[src/rtl/cordic_pkg.sv]
// Shared types and constants for the CORDIC angle front end and its multiplier.
package cordic_pkg;

  typedef enum logic [2:0] {
    IDLE   = 3'd0,
    MUL    = 3'd1,
    LAUNCH = 3'd2,
    BUSY   = 3'd3,
    DONE   = 3'd4
  } state_e;

  localparam logic [1:0] Q0 = 2'b00;
  localparam logic [1:0] Q1 = 2'b01;
  localparam logic [1:0] Q2 = 2'b10;
  localparam logic [1:0] Q3 = 2'b11;

  // pi/2 scaled by 2^62; narrower widths are rounded to nearest from this
  localparam logic [63:0] PI_HALF_Q62 = 64'h6487ED5110B4611A;

  function automatic logic [63:0] pi_half(input int ow);
    logic [63:0] rnd;
    rnd = 64'd1 << (63 - ow);
    return (PI_HALF_Q62 + rnd) >> (64 - ow);
  endfunction

  localparam logic [63:0] PI_HALF_32W = pi_half(32);
  localparam logic [31:0] PI_HALF     = PI_HALF_32W[31:0];

endpackage

[src/rtl/cordic_angle_frontend_if.sv]
// Request, CORDIC-controller and response signals of the angle front end.
interface cordic_angle_frontend_if #(
  parameter int W  = 16,
  parameter int OW = 32
);
  logic          req_valid;
  logic          req_ready;
  logic [W-1:0]  req_angle;
  logic          req_operation;
  logic          beg_FSM_CORDIC;
  logic          operation;
  logic [1:0]    shift_region_flag;
  logic [OW-1:0] z0_angle;
  logic          ready_CORDIC;
  logic          ACK_FSM_CORDIC;
  logic          rsp_valid;
  logic          rsp_ack;

  modport slave (
    input  req_valid, req_angle, req_operation, ready_CORDIC, rsp_ack,
    output req_ready, beg_FSM_CORDIC, operation, shift_region_flag, z0_angle,
           ACK_FSM_CORDIC, rsp_valid
  );

  modport master (
    output req_valid, req_angle, req_operation, ready_CORDIC, rsp_ack,
    input  req_ready, beg_FSM_CORDIC, operation, shift_region_flag, z0_angle,
           ACK_FSM_CORDIC, rsp_valid
  );
endinterface

[src/rtl/cordic_seq_mult.sv]
// Shift-add multiplier: product = floor(a * b / 2^N), a taken as an unsigned N-bit fraction.
// Loads on start, consumes one bit of a per cycle LSB first; done pulses in the Nth cycle with product valid.
module cordic_seq_mult #(
  parameter int N = 14,
  parameter int M = 32
) (
  input  logic         clk,
  input  logic         reset,
  input  logic         start,
  input  logic [N-1:0] a,
  input  logic [M-1:0] b,
  output logic         busy,
  output logic         done,
  output logic [M-1:0] product
);
  localparam int            CW   = (N > 1) ? $clog2(N) : 1;
  localparam int            PW   = N + M;
  localparam logic [CW-1:0] LAST = CW'(N - 1);

  logic          busy_q, busy_d;
  logic [CW-1:0] cnt_q, cnt_d;
  logic [N-1:0]  a_q, a_d;
  logic [PW-1:0] b_q, b_d;
  logic [PW-1:0] acc_q, acc_d;
  logic [PW-1:0] sum;

  always_comb begin
    sum     = acc_q + (a_q[0] ? b_q : '0);
    done    = busy_q && (cnt_q == LAST);
    // full-width sum is exact; only the integer part above the fraction is returned
    product = sum[PW-1:N];
    busy_d  = busy_q;
    cnt_d   = cnt_q;
    a_d     = a_q;
    b_d     = b_q;
    acc_d   = acc_q;
    if (start) begin
      busy_d = 1'b1;
      cnt_d  = '0;
      a_d    = a;
      b_d    = {{N{1'b0}}, b};
      acc_d  = '0;
    end else if (busy_q) begin
      acc_d = sum;
      a_d   = a_q >> 1;
      b_d   = b_q << 1;
      cnt_d = cnt_q + CW'(1);
      if (done) begin
        busy_d = 1'b0;
      end
    end
  end

  assign busy = busy_q;

  always_ff @(posedge clk) begin
    if (reset) begin
      busy_q <= 1'b0;
      cnt_q  <= '0;
      a_q    <= '0;
      b_q    <= '0;
      acc_q  <= '0;
    end else begin
      busy_q <= busy_d;
      cnt_q  <= cnt_d;
      a_q    <= a_d;
      b_q    <= b_d;
      acc_q  <= acc_d;
    end
  end

endmodule

[src/rtl/cordic_angle_frontend.sv]
// Splits a binary angle into quadrant and residual, scales the residual by pi/2 and launches the CORDIC run.
// Start pulse W-1 cycles after accept; one request in flight, req_ready only in IDLE, results held until rsp_ack.
module cordic_angle_frontend #(
  parameter int W  = 16,
  parameter int OW = 32
) (
  input  logic                  clk,
  input  logic                  reset,
  cordic_angle_frontend_if.slave bus
);
  import cordic_pkg::*;

  localparam int            RW         = W - 2;
  localparam logic [63:0]   PI_HALF_W  = pi_half(OW);
  localparam logic [OW-1:0] PI_HALF_OW = PI_HALF_W[OW-1:0];

  state_e        state_q, state_d;
  logic          op_q, op_d;
  logic [1:0]    flag_q, flag_d;
  logic [OW-1:0] z0_q, z0_d;
  logic          mult_start;
  logic          mult_busy;
  logic          mult_done;
  logic [OW-1:0] mult_product;

  cordic_seq_mult #(
    .N (RW),
    .M (OW)
  ) u_mult (
    .clk     (clk),
    .reset   (reset),
    .start   (mult_start),
    .a       (bus.req_angle[RW-1:0]),
    .b       (PI_HALF_OW),
    .busy    (mult_busy),
    .done    (mult_done),
    .product (mult_product)
  );

  always_comb begin
    state_d    = state_q;
    op_d       = op_q;
    flag_d     = flag_q;
    z0_d       = z0_q;
    mult_start = 1'b0;
    case (state_q)
      IDLE: begin
        if (bus.req_valid) begin
          op_d       = bus.req_operation;
          flag_d     = bus.req_angle[W-1:W-2];
          mult_start = 1'b1;
          state_d    = MUL;
        end
      end
      MUL: begin
        // a multiplier that is not running here can never finish; recover rather than hang
        if (!mult_busy) begin
          state_d = IDLE;
        end else if (mult_done) begin
          z0_d    = mult_product;
          state_d = LAUNCH;
        end
      end
      LAUNCH: state_d = BUSY;
      BUSY: begin
        if (bus.ready_CORDIC) begin
          state_d = DONE;
        end
      end
      DONE: begin
        if (bus.rsp_ack) begin
          state_d = IDLE;
        end
      end
      default: state_d = IDLE;
    endcase
  end

  always_ff @(posedge clk) begin
    if (reset) begin
      state_q <= IDLE;
      op_q    <= 1'b0;
      flag_q  <= Q0;
      z0_q    <= '0;
    end else begin
      state_q <= state_d;
      op_q    <= op_d;
      flag_q  <= flag_d;
      z0_q    <= z0_d;
    end
  end

  assign bus.req_ready         = (state_q == IDLE);
  assign bus.beg_FSM_CORDIC    = (state_q == LAUNCH);
  assign bus.rsp_valid         = (state_q == DONE);
  assign bus.ACK_FSM_CORDIC    = (state_q == DONE) && bus.rsp_ack;
  assign bus.operation         = op_q;
  assign bus.shift_region_flag = flag_q;
  assign bus.z0_angle          = z0_q;

endmodule

[src/flat_wrapper.sv]
// flat-port wrapper written by rule: the top's interface ports become plain ports
module cordic_angle_frontend_flat import cordic_pkg::*;
#(
  parameter int W  = 16,
  parameter int OW = 32
)
  (clk, reset, bus_req_valid, bus_req_angle, bus_req_operation, bus_ready_CORDIC, bus_rsp_ack, bus_req_ready, bus_beg_FSM_CORDIC, bus_operation, bus_shift_region_flag, bus_z0_angle, bus_ACK_FSM_CORDIC, bus_rsp_valid);
  cordic_angle_frontend_if #(.W(W), .OW(OW)) bus_i ();
  input  logic clk;
  input  logic reset;
  input wire logic [$bits(bus_i.req_valid)-1:0] bus_req_valid;
  input wire logic [$bits(bus_i.req_angle)-1:0] bus_req_angle;
  input wire logic [$bits(bus_i.req_operation)-1:0] bus_req_operation;
  input wire logic [$bits(bus_i.ready_CORDIC)-1:0] bus_ready_CORDIC;
  input wire logic [$bits(bus_i.rsp_ack)-1:0] bus_rsp_ack;
  output wire logic [$bits(bus_i.req_ready)-1:0] bus_req_ready;
  output wire logic [$bits(bus_i.beg_FSM_CORDIC)-1:0] bus_beg_FSM_CORDIC;
  output wire logic [$bits(bus_i.operation)-1:0] bus_operation;
  output wire logic [$bits(bus_i.shift_region_flag)-1:0] bus_shift_region_flag;
  output wire logic [$bits(bus_i.z0_angle)-1:0] bus_z0_angle;
  output wire logic [$bits(bus_i.ACK_FSM_CORDIC)-1:0] bus_ACK_FSM_CORDIC;
  output wire logic [$bits(bus_i.rsp_valid)-1:0] bus_rsp_valid;
  assign bus_i.req_valid = bus_req_valid;
  assign bus_i.req_angle = bus_req_angle;
  assign bus_i.req_operation = bus_req_operation;
  assign bus_i.ready_CORDIC = bus_ready_CORDIC;
  assign bus_i.rsp_ack = bus_rsp_ack;
  assign bus_req_ready = bus_i.req_ready;
  assign bus_beg_FSM_CORDIC = bus_i.beg_FSM_CORDIC;
  assign bus_operation = bus_i.operation;
  assign bus_shift_region_flag = bus_i.shift_region_flag;
  assign bus_z0_angle = bus_i.z0_angle;
  assign bus_ACK_FSM_CORDIC = bus_i.ACK_FSM_CORDIC;
  assign bus_rsp_valid = bus_i.rsp_valid;
  cordic_angle_frontend #(.W(W), .OW(OW)) u_core (.clk(clk), .reset(reset), .bus(bus_i));
endmodule
[config.mk]
export PLATFORM = sky130hd
export DESIGN_NAME = cordic_angle_frontend_flat
export DESIGN_NICKNAME = d
export VERILOG_FILES = /design/src/rtl/cordic_pkg.sv /design/src/rtl/cordic_angle_frontend_if.sv /design/src/rtl/cordic_seq_mult.sv /design/src/rtl/cordic_angle_frontend.sv /design/src/flat_wrapper.sv
export SDC_FILE = /design/constraint.sdc
export NUM_CORES = 1
export LEC_CHECK = 0
export BUFFER_PORTS_ARGS = -buffer_cell sky130_fd_sc_hd__buf_2
export CAP_MARGIN = 20
export CORE_UTILIZATION = 57
export CTS_CLUSTER_SIZE = 12
export DETAILED_ROUTE_END_ITERATION = 8
export GPL_ROUTABILITY_DRIVEN = 0
export PLACE_DENSITY_LB_ADDON = 0.2
export SYNTH_ARGS = -nofsm -noshare
export SYNTH_HDL_FRONTEND = slang
export SYNTH_SLANG_ARGS = --single-unit
[constraint.sdc]
create_clock -name clk -period 3.4 [get_ports clk]
set_input_delay 0.17 -clock clk [delete_from_list [all_inputs] [get_ports clk]]
set_output_delay 0.17 -clock clk [all_outputs]
set_load 0.02 [all_outputs]
# Word-level counts from Yosys, hierarchy flattened
# Cells that the tools add are included.
[classes]
add_sub_neg = 2
n_eq_ne = 9
n_mux = 16
reduce_logical = 8
[ops]
columns = ["cell", "n"]
rows = [
  ["31-bit two-way mux", 2],
  ["46-bit adder", 1],
  ["46-bit two-way mux", 1],
  ["14-bit two-way mux", 2],
  ["3-bit two-way mux", 5],
  ["3-bit one-hot mux with 5 select lines", 1],
  ["3-bit by 2-bit == test with 1-bit output, second input constant", 2],
  ["2-bit != test, second input constant", 3],
  ["1-bit two-way mux", 5],
  ["4-bit by 1-bit adder with 4-bit output, second input constant", 1],
  ["4-bit == test, second input constant", 1],
  ["4-bit AND reduction", 1],
  ["3-bit by 1-bit == test with 1-bit output, second input constant", 1],
  ["3-bit == test, second input constant", 1],
  ["3-bit zero test", 1],
  ["3-bit by 2-bit != test with 1-bit output, second input constant", 1],
  ["3-bit AND reduction", 1],
  ["1-bit logical AND", 2],
  ["2-bit AND reduction", 1],
  ["2-bit nonzero test", 1],
  ["2-bit OR reduction", 1],
]
[totals]
regBits = 149
output_inout_bits = 39
wordCells = 45

# Depth between registers and ports, before layout
# Gate-level depths: netlist of the first run.
[depth]
depth_word = 5
depth_mapped = 14
depth_no_buf = 13

# Cells and area by module
# A second synthesis of the first run with hierarchy kept.
[hier_totals]
hier_cells = 1144
hier_area_um2 = 9173.8
[by_module_without_submodules]
columns = ["mod", "n_inst", "cells_each", "area_each_um2", "seq_area_each_um2"]
rows = [
  ["cordic_seq_mult", 1, 961, 7694.9, 2222.1],
  ["cordic_angle_frontend", 1, 183, 1478.9, 760.7],
]

# Worst setup path after synthesis of the first run
# Ideal clock, no wire load.
[synth_timing]
kind = "reg-to-reg"
start = "register u_core.u_mult.a_q[0]"
end = "register u_core.u_mult.acc_q[16]"
setup_ns = 0.062
arrival_ns = 2.987
t_required_ns = 3.338
path_slack_ns = 0.350
path_stages_with_launch = 14
cell_sequence = "dfxtp_1 -> clkbuf_1 -> clkbuf_1 -> nand2_1 -> fa_1 -> nor2b_1 -> o211ai_1 -> a21o_1 -> o21ai_1 -> a21o_1 -> a21o_2 -> a31oi_1 -> or4b_2 -> nand3_1"
[synth_between]
elab_chain_cells = 2
[synth_rtl]
columns = ["element", "line_no", "rtl"]
rows = [
  ["start: declaration", "cordic_seq_mult.sv:22", "logic [N-1:0] a_q, a_d;"],
  ["start signal: assignment", "cordic_seq_mult.sv:60", "a_q <= '0;"],
  ["start signal: assignment", "cordic_seq_mult.sv:66", "a_q <= a_d;"],
  ["46-bit two-way mux", "cordic_seq_mult.sv:28", "sum = acc_q + (a_q[0] ? b_q : '0);"],
  ["46-bit adder", "cordic_seq_mult.sv:28", ""],
  ["end signal: assignment", "cordic_seq_mult.sv:62", "acc_q <= '0;"],
  ["end signal: assignment", "cordic_seq_mult.sv:68", "acc_q <= acc_d;"],
  ["end: declaration", "cordic_seq_mult.sv:24", "logic [PW-1:0] acc_q, acc_d;"],
]
# No other way between the ends.
# A chain may end at the register's enable or synchronous reset.

# Worst setup path in the final report of the first run
[layout_timing]
start = "register u_core.u_mult.a_q[0]"
end = "register u_core.u_mult.acc_q[43]"
# The elaborated chain is that of the path after synthesis.

==> run metrics, run 1 <==
share of power burned in combinational logic=0.081; sequential fraction of the synthesis area=0.352; cell count after synthesis=slightly below 1000; beginning of the worst register-to-register path=u_core.u_mult.a_q[0]$_SDFFE_PP0P_; number of buffers added by the clock tree synthesis step=17; result of the run=completed; Syn Area/Cell=approximately 8.5 µm²; relative contribution of the clock network to total power=0.464; footprint of the multi-input gates=just over 5000 µm²; total routing usage reported by global routing=0.264; transition time of the tightest slew-check pin=~770 ps; count of non-filler cells in the finished layout=1220; Detailed Route Iter0 Violations=between 400 and 500; Final Hold Slack=approximately 23 ps; vias in the first global route=6475; Worst Path Required=between 3000 and 4000 ps; clock buffer depth=2; Initial Utilization=0.583; critical-path cell with the highest stage delay=sky130_fd_sc_hd__or4b_1; Pwr Density=424 nW/µm²; HP Class=input pin to flop; post-synthesis cell type count=70; number of enable-type register cells in the synthesized netlist=0; count of pins over their slew limit=0; cells along the critical path=buf_4, and2_1, ha_2, nand2_1, nor3_1, nand4_1, nand4_1, a41oi_1, o21ai_1, a41oi_1, or4b_1, nand3_1; FFs w/ async S/R, synth=0; layout overhead on the synthesized area=11.7%; Setup CP Type=flop to flop; element type at the critical path start=flop; layout cells sized above 1=0.131; Static Leakage=4.07 nW; Worst Hold Launch=bus_req_angle[11]; leading register cell type out of synthesis=sky130_fd_sc_hd__dfxtp_1; number of synthesized register bits=149; final design area excluding fillers=approximately 9500 µm²; first-pass GRT wire length=between 30000 and 40000 µm; clock transition time at the flip-flop clock pins of the worst setup and hold paths=60 ps; maximum fanout along the worst path=20; largest stage delay on the critical path=520 ps; Placement Rows=44; fraction of synthesized cell area taken by the top area cell type=0.352; Total Routed Length=19200 µm; HPWL after detailed placement=about 13000 µm; top area cells in the synthesized netlist=sky130_fd_sc_hd__dfxtp_1 35%, sky130_fd_sc_hd__mux2i_1 11%, sky130_fd_sc_hd__ha_1 6.9%; cell area after technology mapping=between 8000 and 9000 µm²; reg-to-reg slack, setup=between 150 and 200 ps; Fmax=~310 MHz; count of cells along the worst register-to-register path=12; placed inst area=8800 µm²; overall power after layout=between 0.004 and 0.005 W; share of the clock period used by the worst path=0.945; worst supply voltage drop on vdd=approximately 0.35 mV; CP Data Arrival Time=roughly 3600 ps; Hold Violations, Final=0; switching fraction of total power=0.240; share of total power in sequential cells=0.455; die extent in y=about 120 µm; IO Port Bufs=60; final setup violation count=0; post-DR vias/cell=roughly 5.8; post-layout worst setup margin=186 ps; most frequent cells in the layout=147 x sky130_fd_sc_hd__dfxtp_1, 110 x sky130_fd_sc_hd__nor2_1, 105 x sky130_fd_sc_hd__a21oi_1; source-to-sink clock delay at the later pin of the worst-skew pair=430 ps; clock root buffer=sky130_fd_sc_hd__clkbuf_16; Pre-antenna DRT Iters=5; sink count of the clock tree=between 100 and 150; remaining global-route overflow=0; worst hold path endpoint=u_core.u_mult.a_q[11]$_SDFFE_PP0P_; Via Count=7042; Max Cap Violations=0; Die Area=15400 µm²; Final min period=approximately 3200 ps; initial antenna violation count=0; total area of sequential cells=between 2000 and 3000 µm²; remaining antenna violation count after routing=0; critical register-to-register path endpoint=u_core.u_mult.acc_q[43]$_SDFFE_PP0P_; number of buffers and inverters on the critical path=1; area of the core region=about 15000 µm²; number of cells on the worst hold path=3; H-tree depth=4; Setup crit end kind=flop; post-placement cell count=between 1000 and 1500; number of warnings reported in the yosys synthesis log=0; largest net degree at the start of global routing=around 130; worst slack, placed=152 ps; TritonCTS clock tree=built; net total in the final layout=around 1100; remaining design rule violation count=0; ports placed on the boundary=61; total inserted antenna cells=0; cell type with the largest total area after synthesis=sky130_fd_sc_hd__dfxtp_1; number of buffers inserted to repair setup after CTS=0; average routed wire per standard cell=around 16 µm; maximum clock skew at final layout=10.3 ps; commonest non-fill, non-tap cell in the layout=sky130_fd_sc_hd__dfxtp_1; net count after synthesis=about 1100; P_sw=a little under 0.001 W; width of the die=around 120 µm; Worst path top cell family by delay=simple AND/OR/NAND/NOR gates; Rel. slew slack=0.488; filler cell count in the final layout=1314; internal power of the cells=0.00305 W
==> repair_timing <==
action / 4_1_cts / 5_1_grt
hold buffers: 5 / 0
setup endpoints to repair: 0 / 24
resized for setup: 0 / 14
endpoints found under the hold margin: 5 / 0
==> state kept, by name, summed over array words and instances, names as in the netlist <==
| name | count |
|---|---|
| u_core.bus.shift_region_flag | 2 |
| u_core.u_mult.busy | 1 |
| u_core.state_q | 3 |
| u_core.u_mult.acc_q | 46 |
| u_core.u_mult.cnt_q | 4 |
| u_core.u_mult.b_q | 46 |
| u_core.bus.z0_angle | 32 |
| u_core.u_mult.a_q | 14 |
| u_core.bus.operation | 1 |
==> per-stage QoR <==
step	util	TNS [ps]
final	0.652	0
after global routing	0.652	-3.12
after CTS	0.648	0
after detailed placement	0.605	0
after global placement	0.605	0
after floorplan	-	0
==> routing by layer <==
metal  wire [µm]  GRT usage
met4         401     0.0871
met5           0          0
met1        9170      0.345
met3         798     0.0591
met2        8840      0.430
==> final cells by class <==
cell class                      count  share of cell area
Multi-Input combinational cell    765               0.546
Timing Repair Buffer               77              0.0478
Inverter                           15             0.00594
Tap cell                          184              0.0243
Clock buffer                       22              0.0501
Clock inverter                      8              0.0106
Sequential cell                   149               0.315
==> synthesized netlist by cell type (4+ instances only) <==
master / number
sky130_fd_sc_hd__a21o_1: 22
sky130_fd_sc_hd__o31ai_1: 5
sky130_fd_sc_hd__dfxtp_1: 149
sky130_fd_sc_hd__o21ai_1: 5
sky130_fd_sc_hd__ha_1: 47
sky130_fd_sc_hd__and3_1: 4
sky130_fd_sc_hd__buf_1: 5
sky130_fd_sc_hd__nor2b_1: 4
sky130_fd_sc_hd__o21ai_0: 24
sky130_fd_sc_hd__buf_2: 5
sky130_fd_sc_hd__o21a_1: 4
sky130_fd_sc_hd__clkbuf_1: 48
sky130_fd_sc_hd__xnor2_1: 24
sky130_fd_sc_hd__xor2_1: 18
sky130_fd_sc_hd__mux2i_1: 94
sky130_fd_sc_hd__o21bai_1: 7
sky130_fd_sc_hd__nand4b_1: 4
sky130_fd_sc_hd__nand2b_1: 7
sky130_fd_sc_hd__and2_1: 48
sky130_fd_sc_hd__nand3_1: 16
sky130_fd_sc_hd__nand4_1: 17
sky130_fd_sc_hd__a21o_2: 5
sky130_fd_sc_hd__inv_1: 15
sky130_fd_sc_hd__a21oi_1: 106
sky130_fd_sc_hd__a211oi_1: 19
sky130_fd_sc_hd__nand2_1: 101
sky130_fd_sc_hd__nand3b_1: 11
sky130_fd_sc_hd__nor2_1: 110
sky130_fd_sc_hd__nor3_1: 9
==> how the worst max path moves through the flow <==
stage / from / endpoint / slack [ps] / cells after the start
floorplan: u_core.u_mult.a_q[0]$_SDFFE_PP0P_ / u_core.u_mult.acc_q[16]$_SDFFE_PP0P_ / 350 / 13
global placement: u_core.u_mult.a_q[0]$_SDFFE_PP0P_ / u_core.u_mult.acc_q[16]$_SDFFE_PP0P_ / 280 / 13
detailed placement: u_core.u_mult.a_q[0]$_SDFFE_PP0P_ / u_core.u_mult.acc_q[44]$_SDFFE_PP0P_ / 150 / 12
CTS: u_core.u_mult.a_q[0]$_SDFFE_PP0P_ / u_core.u_mult.acc_q[16]$_SDFFE_PP0P_ / 110 / 13
global route: u_core.u_mult.a_q[0]$_SDFFE_PP0P_ / u_core.bus.z0_angle[29]$_SDFFE_PP0P_ / -3 / 12
finish: u_core.u_mult.a_q[0]$_SDFFE_PP0P_ / u_core.u_mult.acc_q[43]$_SDFFE_PP0P_ / 190 / 12
==> cells by family after synthesis <==
logic type | synth area share
AOI/OAI and AO/OA | 0.172
xor gates and xnor gates | 0.0434
adders and majority gates | 0.0717
buffers and inverters | 0.0446
DFF | 0.352
muxes | 0.112
and+or+nand+nor | 0.205
==> power groups by stage <==
stage	clock network [W]	registers (W)	logic [W]
floorplan	0	0.00185	0.000256
global placement	0	0.00186	0.000316
detailed placement	0	0.00187	0.000319
CTS	0.00189	0.00183	0.000326
global route	0.00197	0.00183	0.000358
finish	0.00186	0.00183	0.000327
==> worst min-delay path, cell delays in order <==
cell and delay, ps:
sky130_fd_sc_hd__buf_2 90, sky130_fd_sc_hd__nor2_1 90, sky130_fd_sc_hd__a211oi_1 50
No activity file was read; power rests on OpenSTA's default activity.
==> inputs of run 2 (changes only) <==
GPL_TIMING_DRIVEN = 0   (was not set)
==> run 2 against run 1 <==
Effect of this change: first-iteration DRC count increased by 20%; global-route usage increased by 1.9 points; wire length increased by 10%; core utilization up 2.4 points; worst hold slack worse by 7.4 ps; non-clock buffer count up 51; maximum frequency fell by 3.0%; final cell count rose by 4.2%; largest cell class unchanged; largest power group unchanged; highest routed layer unchanged.
==> run metrics, run 2 (synthesis results as in run 1) <==
result of the run=completed; remaining design rule violation count=0; IO Port Bufs=60; largest net degree at the start of global routing=17; average routed wire per standard cell=approximately 17 µm; Hold Violations, Final=0; H-tree depth=4; transition time of the tightest slew-check pin=about 860 ps; share of the clock period used by the worst path=0.975; clock buffer depth=2; clock root buffer=sky130_fd_sc_hd__clkbuf_16; HP Class=input pin to flop; Initial Utilization=0.583; reg-to-reg slack, setup=90 ps; largest stage delay on the critical path=~500 ps; number of buffers and inverters on the critical path=2; cells along the critical path=clkbuf_4, and2_1, ha_1, buf_2, nand4_4, nor3_4, nand4_1, nand4_1, a41oi_2, o21ai_2, a41oi_2, or4_1, nand3_1; post-DR vias/cell=~5.8; Placement Rows=44; ports placed on the boundary=61; total inserted antenna cells=0; Die Area=about 15000 µm²; Setup crit end kind=flop; Pwr Density=422 nW/µm²; Worst Path Required=3770 ps; Worst Hold Launch=bus_rsp_ack; worst hold path endpoint=u_core.state_q[2]$_SDFFE_PP0P_; total routing usage reported by global routing=0.283; RSZ-0062 raised after global routing=true; Detailed Route Iter0 Violations=slightly above 500; fin util=0.676; Static Leakage=~4.2 nW; Rel. slew slack=0.428; remaining global-route overflow=0; Pre-antenna DRT Iters=5; Worst path top cell family by delay=simple AND/OR/NAND/NOR gates; Final Hold Slack=15.8 ps; count of cells along the worst register-to-register path=13; area of the core region=between 10000 and 15000 µm²; number of cells on the worst hold path=3; layout cells sized above 1=0.140; number of buffers added by the clock tree synthesis step=17; maximum clock skew at final layout=~7.6 ps; source-to-sink clock delay at the later pin of the worst-skew pair=approximately 430 ps; vias in the first global route=about 6700; final setup violation count=0; most frequent cells in the layout=148 x sky130_fd_sc_hd__dfxtp_1, 110 x sky130_fd_sc_hd__nor2_1, 101 x sky130_fd_sc_hd__a21oi_1; layout overhead on the synthesized area=15.8%; element type at the critical path start=flop; Final min period=around 3300 ps; Total Routed Length=~21000 µm; TritonCTS clock tree=built; sink count of the clock tree=about 150; Via Count=between 7000 and 8000; critical register-to-register path endpoint=u_core.bus.z0_angle[29]$_SDFFE_PP0P_; first-pass GRT wire length=roughly 33000 µm; filler cell count in the final layout=between 1000 and 1500; net total in the final layout=roughly 1100; beginning of the worst register-to-register path=u_core.u_mult.a_q[0]$_SDFFE_PP0P_; Setup CP Type=flop to flop; HPWL after detailed placement=~15000 µm; count of pins over their slew limit=0; worst supply voltage drop on vdd=about 0.40 mV; commonest non-fill, non-tap cell in the layout=sky130_fd_sc_hd__dfxtp_1; CP Data Arrival Time=between 3000 and 4000 ps; clock transition time at the flip-flop clock pins of the worst setup and hold paths=around 60 ps; width of the die=124 µm; remaining antenna violation count after routing=0; initial antenna violation count=0; die extent in y=around 120 µm; Fmax=a little over 300 MHz; critical-path cell with the highest stage delay=sky130_fd_sc_hd__or4_1; maximum fanout along the worst path=10; Max Cap Violations=0
-- run 2: cell count changes in the layout (fill, tap and decap cells not counted), moves of 4 or more --
cell	delta
sky130_fd_sc_hd__a21oi_1	-4
sky130_fd_sc_hd__buf_1	+5
sky130_fd_sc_hd__buf_2	+7
sky130_fd_sc_hd__buf_4	-7
sky130_fd_sc_hd__clkbuf_1	+40
-- run 2: where the power goes --
part	switching, W	internal (W)
combinational	0.000220	0.000142
sequential	0.0000316	0.00179
clock	0.000731	0.00122
-- run 2: worst min-delay path, stage by stage --
cell,delay [ps]
sky130_fd_sc_hd__buf_2,80
sky130_fd_sc_hd__nand2b_1,90
sky130_fd_sc_hd__a21oi_1,50
-- run 2: per-layer routing --
metal	global-route usage	wire length, µm
met3	0.0527	891
met4	0.0841	377
met5	0	0
met2	0.475	10000
met1	0.367	9810
-- run 2: area by class of cell --
| type | instances | area (µm²) | share of cell area |
|---|---|---|---|
| plain buffers | 60 | 318 | 0.0324 |
| flip-flops and latches | 149 | 2990 | 0.304 |
| multi-input cells | 765 | 5250 | 0.535 |
| clock buffers | 22 | 484 | 0.0493 |
| well taps | 184 | 230 | 0.0234 |
| inverters | 15 | 56.3 | 0.00573 |
| repair buffers | 68 | 370 | 0.0377 |
| clock inverters | 8 | 124 | 0.0126 |
-- run 2: per-stage QoR --
step / cells / setup WS (ps) / total power, W / instance area [µm²] / setup TNS [ps]
4_1_cts: 1270 / 26.0 / 0.00415 / 9710 / 0
2_1_floorplan: 993 / 350 / 0.00211 / 8480 / 0
6_report: 1271 / 85.8 / 0.00414 / 9820 / 0
5_1_grt: 1271 / -42.1 / 0.00427 / 9820 / -126
3_3_place_gp: 1237 / -564 / 0.00221 / 9010 / -13340
3_5_place_dp: 1237 / -646 / 0.00221 / 9010 / -15980
-- run 2: what timing repair did --
action | 4_1_cts | 5_1_grt
cloned | 0 | 0
hold buffers | 4 | 0
resized for setup | 13 | 28
pin swaps | 4 | 10
endpoints found under the setup margin | 57 | 32
setup buffers | 0 | 4
endpoints found under the hold margin | 4 | 0
-- run 2: worst max path at each step --
stage / startpoint / to / cells past startpoint
6_report: u_core.u_mult.a_q[0]$_SDFFE_PP0P_ / u_core.bus.z0_angle[29]$_SDFFE_PP0P_ / 13
2_1_floorplan: u_core.u_mult.a_q[0]$_SDFFE_PP0P_ / u_core.u_mult.acc_q[16]$_SDFFE_PP0P_ / 13
3_3_place_gp: u_core.u_mult.a_q[0]$_SDFFE_PP0P_ / u_core.bus.z0_angle[29]$_SDFFE_PP0P_ / 14
4_1_cts: u_core.u_mult.a_q[0]$_SDFFE_PP0P_ / u_core.bus.z0_angle[29]$_SDFFE_PP0P_ / 13
3_5_place_dp: u_core.u_mult.a_q[0]$_SDFFE_PP0P_ / u_core.bus.z0_angle[29]$_SDFFE_PP0P_ / 14
5_1_grt: u_core.u_mult.a_q[0]$_SDFFE_PP0P_ / u_core.bus.z0_angle[28]$_SDFFE_PP0P_ / 13
==> inputs of run 3 (changes only) <==
CORE_MARGIN = 2   (was not set)
CORE_UTILIZATION = 50   (was 57)
==> run 3 against run 2 <==
Effect of this change: count of clock-buffer cells in the layout did not move; clock power fell by 6%; first-iteration DRC count fell by 3.7%; global-route usage fell by 3.8 points; critical path depth did not move; final cell count rose by 2.8%; via count fell by 2.0%; final area barely moved; largest cell class unchanged.
==> run metrics, run 3 (synthesis results as in run 1) <==
Hold Violations, Final=0; total inserted antenna cells=0; remaining antenna violation count after routing=0; Die Area=between 15000 and 20000 µm²; Final min period=about 3200 ps; clock transition time at the flip-flop clock pins of the worst setup and hold paths=around 60 ps; Via Count=just over 7000; IO Port Bufs=60; Pre-antenna DRT Iters=5; count of pins over their slew limit=0; maximum clock skew at final layout=around 5.4 ps; Max Cap Violations=0; maximum fanout along the worst path=10; die extent in y=~130 µm; layout overhead on the synthesized area=15.7%; result of the run=completed; element type at the critical path start=flop; most frequent cells in the layout=148 x sky130_fd_sc_hd__dfxtp_1, 110 x sky130_fd_sc_hd__nor2_1, 102 x sky130_fd_sc_hd__a21oi_1; largest stage delay on the critical path=390 ps; remaining design rule violation count=0; layout cells sized above 1=0.136; cells along the critical path=clkbuf_4, nand2_1, inv_1, ha_1, a211o_1, a211o_2, a21oi_2, o221ai_2, o21ai_2, nand4b_4, a32oi_2, xnor2_1, a21oi_1; worst supply voltage drop on vdd=between 0.4 and 0.5 mV; ports placed on the boundary=between 60 and 70; remaining global-route overflow=0; final setup violation count=0; clock root buffer=sky130_fd_sc_hd__clkbuf_16; Pwr Density=409 nW/µm²; sink count of the clock tree=around 150; total area of sequential cells=roughly 3000 µm²; Total Routed Length=between 20000 and 25000 µm; HPWL after detailed placement=~16000 µm; post-DR vias/cell=between 5 and 6; filler cell count in the final layout=1521; width of the die=134 µm; H-tree depth=4; source-to-sink clock delay at the later pin of the worst-skew pair=roughly 440 ps; TritonCTS clock tree=built; Setup TNS=0 ps; Rel. slew slack=0.401; transition time of the tightest slew-check pin=roughly 900 ps; HP Class=input pin to flop; average routed wire per standard cell=about 17 µm; commonest non-fill, non-tap cell in the layout=sky130_fd_sc_hd__dfxtp_1; share of the clock period used by the worst path=0.955; Placement Rows=47; critical-path cell with the highest stage delay=sky130_fd_sc_hd__a211o_2; Initial Utilization=0.511; Fmax=308 MHz; overall power after layout=~0.004 W; footprint of the multi-input gates=~5300 µm²; clock buffer depth=2; area of the core region=16600 µm²; net total in the final layout=around 1100; vias in the first global route=slightly below 7000; largest net degree at the start of global routing=17; Static Leakage=approximately 4.2 nW; first-pass GRT wire length=34900 µm; Setup CP Type=flop to flop; Detailed Route Iter0 Violations=495; Setup crit end kind=flop; CP Data Arrival Time=approximately 3500 ps; Worst Path Required=between 3000 and 4000 ps; initial antenna violation count=0; total routing usage reported by global routing=0.244; number of buffers added by the clock tree synthesis step=17
run 3: cell types whose count changed in the layout (fill, tap and decap cells not counted), moves of 2 or more:
cell	change
sky130_fd_sc_hd__clkbuf_8	-3
sky130_fd_sc_hd__clkinvlp_4	+2
sky130_fd_sc_hd__buf_2	-2
sky130_fd_sc_hd__clkbuf_1	+3
sky130_fd_sc_hd__clkbuf_4	-2
sky130_fd_sc_hd__clkbuf_2	+3
run 3: power breakdown:
group	total [W]	internal, W	switching (W)
clock network	0.00183	0.00109	0.000737
registers	0.00183	0.00179	0.0000315
logic	0.000362	0.000142	0.000220
run 3: through the flow:
stage / hold WS (ps) / worst slack [ps] / instances / util / instance area, µm²
finish: 11.4 / 152 / 1307 / 0.592 / 9810
global route: 20.4 / -35.4 / 1307 / 0.592 / 9810
CTS: 4.53 / 1.24 / 1307 / 0.584 / 9680
detailed placement: 416 / -687 / 1273 / 0.546 / 9050
global placement: 415 / -644 / 1273 / 0.546 / 9050
floorplan: 306 / 350 / 993 / - / 8480
run 3: critical path: cells and delay by family, from the launching register on:
kind / cells / cell delay, ps
AOI/OAI and AO/OA: 7 / 1610
and+or+nand+nor: 2 / 330
DFF: 1 / 380
xor gates and xnor gates: 1 / 270
buffers and inverters: 2 / 230
adders and majority gates: 1 / 280
run 3: what timing repair did:
item	CTS	global route
hold endpoints to repair	4	0
hold buffers	4	0
setup endpoints to repair	59	27
resized for setup	9	31
buffers inserted	0	3
pin swaps	2	9
run 3: per-layer routing:
layer,track usage,share of wire,wire (µm),vias to the layer above
li1,-,-,-,3661
met5,0,0,0,-
met3,0.0461,0.057,1220,27
met4,0.0684,0.015,326,0
met2,0.395,0.46,9850,210
met1,0.334,0.47,10200,3323
run 3: worst paths after layout:
kind                                                              to  slack (ps)                                start  cells after the start
worst max-delay path            u_core.u_mult.acc_q[45]$_SDFFE_PP0P_         150    u_core.u_mult.a_q[0]$_SDFFE_PP0P_                     13
worst min-delay path                  u_core.state_q[2]$_SDFFE_PP0P_          10                          bus_rsp_ack                      3
worst max register to register  u_core.u_mult.acc_q[45]$_SDFFE_PP0P_         150    u_core.u_mult.a_q[0]$_SDFFE_PP0P_                     13
worst min register to register   u_core.bus.z0_angle[6]$_SDFFE_PP0P_         450  u_core.bus.z0_angle[6]$_SDFFE_PP0P_                      2
run 3: area by class of cell:
type | instances | area share
clock inverter | 9 | 0.0107
clock buffer | 22 | 0.0463
tap | 220 | 0.0281
multi-input combinational | 765 | 0.536
sequential | 149 | 0.304
buffer | 60 | 0.0321
timing repair buffer | 67 | 0.0370
inverter | 15 | 0.00574
